## src/rtl/motor_pkg.sv

```systemverilog
// Shared definitions for single-actuator schedulers: FSM state encoding,
// direction constants and the limit-switch helper.
package motor_pkg;

  typedef enum logic [1:0] {
    SCHED_IDLE  = 2'd0,
    SCHED_RUN   = 2'd1,
    SCHED_COOL  = 2'd2,
    SCHED_FAULT = 2'd3
  } sched_state_t;

  localparam logic DIR_UP = 1'b1;
  localparam logic DIR_DN = 1'b0;

  // Limit switch that terminates a move in the given direction.
  function automatic logic limit_hit(input logic dir, input logic up_lim, input logic dn_lim);
    return (dir == DIR_UP) ? up_lim : dn_lim;
  endfunction

endpackage

```

## src/rtl/motor_rr_pick.sv

```systemverilog
// Combinational round-robin picker: first set request at or after ptr+1,
// searching with wrap-around.
module motor_rr_pick #(
  parameter  int unsigned NREQ = 4,
  localparam int unsigned PW   = $clog2(NREQ)
) (
  input  logic [NREQ-1:0] req,
  input  logic [PW-1:0]   ptr,
  output logic            valid,
  output logic [NREQ-1:0] win,
  output logic [PW-1:0]   win_idx
);

  always_comb begin
    valid   = 1'b0;
    win     = '0;
    win_idx = '0;
    for (int unsigned off = 1; off <= NREQ; off++) begin
      automatic logic [PW-1:0] idx = PW'((32'(ptr) + off) % NREQ);
      if (!valid && req[idx]) begin
        valid      = 1'b1;
        win[idx]   = 1'b1;
        win_idx    = idx;
      end
    end
  end

endmodule

```

## src/rtl/motor_sched.sv

```systemverilog
// Round-robin scheduler sharing one reversible motor between NREQ requesters,
// with run timeout, post-move cool-down and latched sensor/timeout fault.
module motor_sched
  import motor_pkg::*;
#(
  parameter int unsigned NREQ     = 4,
  parameter int unsigned TIMEOUT  = 1000,
  parameter int unsigned COOLDOWN = 8,
  parameter int unsigned CW       = 16
) (
  input  logic            clk,
  input  logic            rst,
  input  logic [NREQ-1:0] req,
  input  logic [NREQ-1:0] req_dir,
  input  logic            up_limit,
  input  logic            dn_limit,
  input  logic            clr_fault,
  output logic [NREQ-1:0] gnt,
  output logic            done,
  output logic            done_ok,
  output logic            motor_up,
  output logic            motor_dn,
  output logic            busy,
  output logic            fault
);

  localparam int unsigned PW = $clog2(NREQ);

  sched_state_t    r_state;
  logic [CW-1:0]   r_timer;
  logic [PW-1:0]   r_ptr;
  logic            r_dir;
  logic [NREQ-1:0] r_gnt;
  logic            r_done;
  logic            r_done_ok;
  logic            r_mup;
  logic            r_mdn;
  logic            r_busy;
  logic            r_fault;

  logic            w_valid;
  logic [NREQ-1:0] w_win;
  logic [PW-1:0]   w_win_idx;
  logic            w_win_dir;
  logic            w_win_hit;
  logic            w_sensor_bad;
  logic            w_req_held;

  motor_rr_pick #(.NREQ(NREQ)) u_pick (
    .req     (req),
    .ptr     (r_ptr),
    .valid   (w_valid),
    .win     (w_win),
    .win_idx (w_win_idx)
  );

  assign w_win_dir    = |(req_dir & w_win);
  assign w_win_hit    = limit_hit(w_win_dir, up_limit, dn_limit);
  assign w_sensor_bad = up_limit & dn_limit;
  assign w_req_held   = |(req & r_gnt);

  always_ff @(posedge clk) begin
    if (rst) begin
      r_state   <= SCHED_IDLE;
      r_timer   <= '0;
      r_ptr     <= PW'(NREQ - 1);
      r_dir     <= DIR_DN;
      r_gnt     <= '0;
      r_done    <= 1'b0;
      r_done_ok <= 1'b0;
      r_mup     <= 1'b0;
      r_mdn     <= 1'b0;
      r_busy    <= 1'b0;
      r_fault   <= 1'b0;
    end else begin
      r_done    <= 1'b0;
      r_done_ok <= 1'b0;
      // Contradictory limit switches override every other transition.
      if (w_sensor_bad && (r_state != SCHED_FAULT)) begin
        r_state <= SCHED_FAULT;
        r_gnt   <= '0;
        r_mup   <= 1'b0;
        r_mdn   <= 1'b0;
        r_busy  <= 1'b1;
        r_fault <= 1'b1;
        r_done  <= (r_state == SCHED_RUN);
      end else begin
        unique case (r_state)
          SCHED_IDLE: begin
            r_gnt  <= '0;
            r_busy <= 1'b0;
            if (w_valid) begin
              r_gnt <= w_win;
              r_ptr <= w_win_idx;
              r_dir <= w_win_dir;
              if (w_win_hit) begin
                // Already at the target: grant and finish in the same cycle.
                r_done    <= 1'b1;
                r_done_ok <= 1'b1;
              end else begin
                r_state <= SCHED_RUN;
                r_busy  <= 1'b1;
                r_timer <= '0;
                r_mup   <= (w_win_dir == DIR_UP);
                r_mdn   <= (w_win_dir == DIR_DN);
              end
            end
          end
          SCHED_RUN: begin
            if (limit_hit(r_dir, up_limit, dn_limit) || !w_req_held) begin
              r_mup     <= 1'b0;
              r_mdn     <= 1'b0;
              r_gnt     <= '0;
              r_done    <= 1'b1;
              r_done_ok <= limit_hit(r_dir, up_limit, dn_limit);
              r_state   <= SCHED_COOL;
              r_timer   <= '0;
            end else if (r_timer == CW'(TIMEOUT - 1)) begin
              r_mup   <= 1'b0;
              r_mdn   <= 1'b0;
              r_gnt   <= '0;
              r_done  <= 1'b1;
              r_fault <= 1'b1;
              r_state <= SCHED_FAULT;
            end else begin
              r_timer <= r_timer + CW'(1);
            end
          end
          SCHED_COOL: begin
            if (r_timer == CW'(COOLDOWN - 1)) begin
              r_state <= SCHED_IDLE;
              r_busy  <= 1'b0;
              r_timer <= '0;
            end else begin
              r_timer <= r_timer + CW'(1);
            end
          end
          SCHED_FAULT: begin
            r_gnt <= '0;
            r_mup <= 1'b0;
            r_mdn <= 1'b0;
            if (clr_fault && !w_sensor_bad) begin
              r_state <= SCHED_IDLE;
              r_fault <= 1'b0;
              r_busy  <= 1'b0;
            end
          end
        endcase
      end
    end
  end

  assign gnt      = r_gnt;
  assign done     = r_done;
  assign done_ok  = r_done_ok;
  assign motor_up = r_mup;
  assign motor_dn = r_mdn;
  assign busy     = r_busy;
  assign fault    = r_fault;

endmodule

```

## config.mk

```make
export PLATFORM = sky130hd
export DESIGN_NAME = motor_sched
export DESIGN_NICKNAME = d
export VERILOG_FILES = /design/src/rtl/motor_pkg.sv /design/src/rtl/motor_rr_pick.sv /design/src/rtl/motor_sched.sv
export SDC_FILE = /design/constraint.sdc
export NUM_CORES = 1
export LEC_CHECK = 0
export CELL_PAD_IN_SITES_DETAIL_PLACEMENT = 1
export CELL_PAD_IN_SITES_GLOBAL_PLACEMENT = 1
export CORE_MARGIN = 2
export CORE_UTILIZATION = 39
export DETAILED_ROUTE_END_ITERATION = 8
export GPL_ROUTABILITY_DRIVEN = 0
export PLACE_DENSITY_LB_ADDON = 0.12
export SLEW_MARGIN = 10
export SYNTH_ARGS = -nofsm -noshare
export SYNTH_HDL_FRONTEND = slang
export SYNTH_HIERARCHICAL = 1
export SYNTH_SLANG_ARGS = --single-unit
```

## constraint.sdc

```tcl
create_clock -name clk -period 3.9 [get_ports clk]
set_clock_uncertainty 0.2 [all_clocks]
set_input_delay 0.78 -clock clk [delete_from_list [all_inputs] [get_ports clk]]
set_output_delay 0.78 -clock clk [all_outputs]
set_load 0.01 [all_outputs]
```

== After elaboration in Yosys (flattened, before gate mapping) ==
Index checks and enable logic that the tools add are counted.

* Reduce and logical (&&, ||, !) cells: 30
* Add/sub/neg operators: 5
* Bitwise operators: 8
* Equality and inequality tests: 17
* Order comparisons: 8
* Muxes and demuxes: 74

{| class="wikitable"
|+ Operators by type and width
! kind !! count
|-
| two-way mux 16 bit || 5
|-
| case mux 16 bit (3 select lines) || 1
|-
| two-way mux 1 bit || 34
|-
| two-way mux 4 bit || 7
|-
| two-way mux 2 bit || 11
|-
| adder 16 x 1 -> 16 bit, second input constant || 1
|-
| equality test 16 x 10 -> 1 bit, second input constant || 1
|-
| equality test 16 x 3 -> 1 bit, second input constant || 1
|-
| inequality test 3 bit, second input constant || 5
|-
| < comparator 2 x 3 -> 1 bit, second input constant || 4
|-
| OR 4 bit || 3
|-
| case mux 4 bit (3 select lines) || 1
|-
| AND reduction 5 bit || 2
|-
| logical AND 1 bit || 9
|-
| case mux 1 bit (3 select lines) || 3
|-
| nonzero test 3 bit || 3
|-
| bitwise AND 4 bit || 2
|-
| binary-select mux 1 bit (select 2 bit) || 4
|-
| demux 1 bit (select 2 bit) || 4
|-
| >= comparator 2 x 1 -> 1 bit, second input constant || 4
|-
| case mux 2 bit (4 select lines) || 1
|-
| AND reduction 4 bit || 2
|-
| OR reduction 4 bit || 2
|-
| inequality test 3 x 2 -> 1 bit, second input constant || 2
|-
| 18 further kinds || 30
|}

* Bits of input ports: 13
* Logic and storage cells: 153
* Output and inout port bits: 10
* Register bits after elaboration: 31

== Longest topological paths before layout ==
* Word-level depth: 20
* Mapped depth: 15
* Gate-level depth less buffers: 11

== Modules after synthesis ==
The synthesis kept the hierarchy.

{| class="wikitable"
|+ By module, submodules not included
! module !! sequential area each (µm²) !! cells an instance !! area an instance (µm²) !! times used
|-
| motor_sched || 620.6 || 241 || 1,964.4 || 1
|-
| motor_rr_pick || 0.0 || 85 || 631.9 || 1
|}

== Least setup slack after synthesis ==
No wires, ideal clock.

* Path type: register -> register
* From: reg r_ptr[0]
* To: reg r_timer[10]
* Library setup time: 117 ps
* Arrival time: 3,809 ps
* Setup slack: -226 ps
* Buffers on the path: 4
* Cell stages (with the launch flop): 16
* Period minus slack after synthesis: 4,126 ps
* Data required time: 3,583 ps
* Path through: dfxtp_1 > buf_6 > buf_2 > inv_1 > ha_1 > clkbuf_1 > inv_1 > a31oi_1 > o31ai_1 > a2111o_1 > a22o_1 > or4_4 > and3_4 > buf_6 > a211o_1 > a32o_1

* Longest elaborated chain between the ends: 18
* Elaborated cells between the ends (all ways): 55
* Classes of those cells: 4 x add/sub; 8 x order compare; 2 x eq/ne; 25 x mux; 4 x bitwise; 12 x reduce/logical

{| class="wikitable"
|+ Ends and longest elaborated chain
! what !! RTL line !! RTL
|-
| start, declared || motor_sched.sv:31 || <nowiki>logic [PW-1:0] r_ptr;</nowiki>
|-
| start signal, assigned || motor_sched.sv:66 || <nowiki>r_ptr <= PW'(NREQ - 1);</nowiki>
|-
| start signal, assigned || motor_sched.sv:94 || <nowiki>r_ptr <= w_win_idx;</nowiki>
|-
| parallel branches: the longest is 12 deep, another holds < comparator 2 x 3 -> 1 bit || -- ||
|-
| two-way mux 4 bit * || motor_rr_pick.sv:20 || <nowiki>if (!valid && req[idx]) begin</nowiki>
|-
| via w_win[0] || motor_sched.sv:42 || <nowiki>logic [NREQ-1:0] w_win;</nowiki>
|-
| bitwise AND 4 bit * || motor_sched.sv:57 || <nowiki>assign w_win_dir = |(req_dir & w_win);</nowiki>
|-
| OR reduction 4 bit * || motor_sched.sv:57 ||
|-
| two-way mux 1 bit * || motor_pkg.sv:17 || <nowiki>return (dir == DIR_UP) ? up_lim : dn_lim;</nowiki>
|-
| inequality test 2 bit (no line) * || -- ||
|-
| AND reduction 5 bit (no line) * || -- ||
|-
| end signal, assigned || motor_sched.sv:126 || <nowiki>r_timer <= r_timer + CW'(1);</nowiki>
|-
| end signal, assigned || motor_sched.sv:135 || <nowiki>r_timer <= r_timer + CW'(1);</nowiki>
|-
| end, declared || motor_sched.sv:30 || <nowiki>logic [CW-1:0] r_timer;</nowiki>
|}

Mark *: on every way through the listed nets, which the timed path passes. The select of a mux whose other input is x is not followed.
A chain may end at the register's enable or synchronous reset.

== Final worst setup path ==
* From: in req[3]
* To: reg r_timer[10]

* Longest elaborated chain between the ends: 17
* Elaborated cells between the ends (all ways): 38
* Classes of those cells: 3 x eq/ne; 19 x mux; 5 x bitwise; 11 x reduce/logical

{| class="wikitable"
|+ Ends and longest elaborated chain
! what !! RTL line !! RTL
|-
| start, declared || motor_sched.sv:13 || <nowiki>input logic [NREQ-1:0] req,</nowiki>
|-
| binary-select mux 1 bit (select 2 bit) || motor_rr_pick.sv:20 ||
|-
| two-way mux 1 bit (not written as such) || motor_rr_pick.sv:20 ||
|-
| two-way mux 1 bit || motor_rr_pick.sv:20 ||
|-
| logical NOT 1 bit || motor_rr_pick.sv:20 ||
|-
| logical AND 1 bit || motor_rr_pick.sv:20 ||
|-
| two-way mux 1 bit || motor_rr_pick.sv:20 ||
|-
| logical NOT 1 bit || motor_rr_pick.sv:20 ||
|-
| logical AND 1 bit || motor_rr_pick.sv:20 ||
|-
| [... 2 more ...] || -- ||
|-
| logical AND 1 bit || motor_rr_pick.sv:20 ||
|-
| two-way mux 4 bit * || motor_rr_pick.sv:20 ||
|-
| via w_win[1] || motor_sched.sv:42 ||
|-
| bitwise AND 4 bit * || motor_sched.sv:57 ||
|-
| OR reduction 4 bit * || motor_sched.sv:57 ||
|-
| two-way mux 1 bit * || motor_pkg.sv:17 ||
|-
| inequality test 2 bit (no line) * || -- ||
|-
| AND reduction 5 bit (no line) * || -- ||
|}

The timed path passes the listed nets; every way through them passes the cells marked *. The select of a mux whose other input is x is not followed.

==> metrics.cfg <==
[route]
wire_per_inst_um = 20.0
drt.antenna.violating_nets = 0
via_per_inst = 6.43
via_count = 2930
drc_errors = 0
drt_iter0_markers = 140
drt-pass1-iter-count = 4
wirelength_um = 9110

[sta]
finalHoldViolCount = 0
finalSetupViolCount = 0
finalMaxSlewViolations = 0
fin_crit_ps = 3750
fmax_mhz = 267
min_period_over_period = 0.961
tightest_slew_ps = 841
max_slew_margin = 0.436
rsz0062_at_grt = no

[die]
die-height_um = 85.6
pin_count = 23
fp-row-count = 29
start_util = 0.407
die_area_mm2 = 0.00733
coreArea_mm2 = 0.00639
fp.dieW_um = 85.6

[setup_path]
start_kind = input port
slowest_stage = or3b_2
worstPathMaxFanout = 6
cp.arrival_ps = 3720
reg2regPathDepth = 12
r2r-start = r_ptr[0]$_SDFFE_PP1P_
path_class = in -> reg
rrSetupSlack_ps = 210
path_cells = clkbuf_2, buf_4, buf_4, or3b_2, a2111o_1, a31oi_1, a2111o_1, a22oi_2, a211o_1, and3_4, a211o_1, a32o_1
endpoint_kind = register
critPathLaunch = req[3]
crit_family = compound AO/OA/AOI/OAI gates
max_stage_delay_ps = 460
critical_path_buf_inv_count = 3
critical_path_required_ps = 3880
reg2reg_to = r_timer[10]$_SDFFE_PP0P_

[clocking]
cts_made_buffers = 5
cts_tree = built
path_clk_slew_ps = 70
clock-sinks = 31
clk_latency_ps = 280
cts_root_buf = clkbuf_8
cts_max_path_buffers = 2
postCtsHoldBufs = 0
h-tree-depth = 2

[synth]
mappedNetlistNets = 354
synth_top_area_cell = dfxtp_1
ys_seq_elements = 31
synthArstFlopShare = 0
syn_inst = 326
yosysWarningCount = 6
synth_flop_cell = dfxtp_1
synthTopCellsByArea = dfxtp_1, ha_1, nand4_1
syn_area_mm2 = 0.00260
synth_cell_types = 57
synth_edf_count = 0
yosysSeqAreaShare = 0.239
syn_avg_cell_area_um2 = 7.96
yosysTopAreaCellShare = 0.239

[global_routing]
antenna_found_initial = 0
grt_pass1_wl_um = 14900
grt_start_max_net_pins = 23
grt_pass1_vias = 2879
gr-usage-all-layers = 0.251
overflow = 0

[finish]
most-common-layout-cells = buf_4, dfxtp_1, nand2_1, nand4_1
final_common_cell = buf_4
drive_above_1_share = 0.190
finalNetCount = 406
insertedDiodeCount = 0
syn_to_final_growth_pct = 26.1
utilization = 0.513

[flow_run]
max-cap-violations = 0

[worst_hold_path]
hold_path_class = reg -> reg
hp-start = busy$_SDFFE_PP0P_
hold_path_depth = 2
hold_end = busy$_SDFFE_PP0P_

[power_and_ir_drop]
powerDensity_mw_per_mm2 = 669
ir_drop_mv = 0.345
total_power_mw = 2.19
p_leak_nw = 1.26

[status]
outcome = completed

[placement]
post-dp-hpwl_um = 6460
numPortBuffers = 22

## cells by family (layout without fill, tap and decap cells)
group,count (synthesis),after routing,synth area share
fa+ha+maj,15,15,0.0723
simple gates,117,118,0.246
mux,9,10,0.0453
buf+inv,39,90,0.0694
flops,31,31,0.239
compound gates,115,115,0.328
## layer usage
metal	part of all wire	track usage	routed length, µm	up-vias
li1	-	-	-	1398
met1	0.48	0.357	4420	1468
met2	0.47	0.419	4280	60
met3	0.042	0.0337	380	4
met4	0.0035	0.0317	32	0
met5	0	0	0	-
## power by group
part | internal, mW | switching (mW) | total (mW) | leakage [nW]
clock | 0.125 | 0.134 | 0.259 | 0.0412
sequential | 0.376 | 0.0489 | 0.425 | 0.252
combinational | 0.683 | 0.823 | 1.51 | 0.962
## worst min-delay path, delay by kind of cell, from the launching register on
family	cells	cell delay (ps)
mux	1	60
simple gates	1	50
flops	1	310
## timing repair
item                       in CTS  in global routing
setup endpoints to repair      11                 18
pin swaps                       9                 12
buffers inserted                2                  2
resized for setup               7                 23
cloned                          2                  1
## cells in the mapped netlist, types with 9 or more instances
| cell | count |
|---|---|
| nand4_1 | 19 |
| nor3_1 | 10 |
| inv_1 | 18 |
| dfxtp_1 | 31 |
| o211ai_1 | 9 |
| nor2_1 | 17 |
| a31oi_1 | 9 |
| nand2_1 | 22 |
| o21ai_0 | 11 |
| a21oi_1 | 17 |
| ha_1 | 15 |
| a32o_1 | 10 |
| clkbuf_1 | 10 |
| nand3_1 | 12 |
## cell type report
cell class | count | area, µm²
fillers | 789 | 3110
well taps | 77 | 96.3
clock inverters | 2 | 12.5
multi-input cells | 258 | 1860
clock buffers | 6 | 72.6
repair buffers | 63 | 539
inverters | 19 | 71.3
flip-flops and latches | 31 | 622
## through the flow
stage | hold slack, ps | setup slack (ps) | cell area [µm²] | instances | setup TNS [ps]
after global placement | 249 | -341 | 3090 | 441 | -5580
final | 267 | 152 | 3270 | 456 | 0
after floorplan | 267 | 5.36 | 2610 | 326 | 0
after global routing | 291 | 38.1 | 3270 | 456 | 0
after detailed placement | 262 | -410 | 3090 | 441 | -6720
after CTS | 272 | 4.68 | 3240 | 453 | 0
## how the worst max path moves through the flow
stage	cells past startpoint	end
2_1_floorplan	12	r_timer[10]$_SDFFE_PP0P_
3_3_place_gp	10	r_timer[8]$_SDFFE_PP0P_
3_5_place_dp	10	r_timer[10]$_SDFFE_PP0P_
4_1_cts	12	r_timer[10]$_SDFFE_PP0P_
5_1_grt	13	r_timer[10]$_SDFFE_PP0P_
6_report	12	r_timer[10]$_SDFFE_PP0P_
## flip-flops by register name (all words and copies together) (netlist names)
signal	flops
r_timer	16
gnt	4
r_ptr	2
r_state	2
busy	1
done	1
done_ok	1
fault	1
motor_dn	1
motor_up	1
r_dir	1
Note: power is estimated with default switching activity, not from simulation.
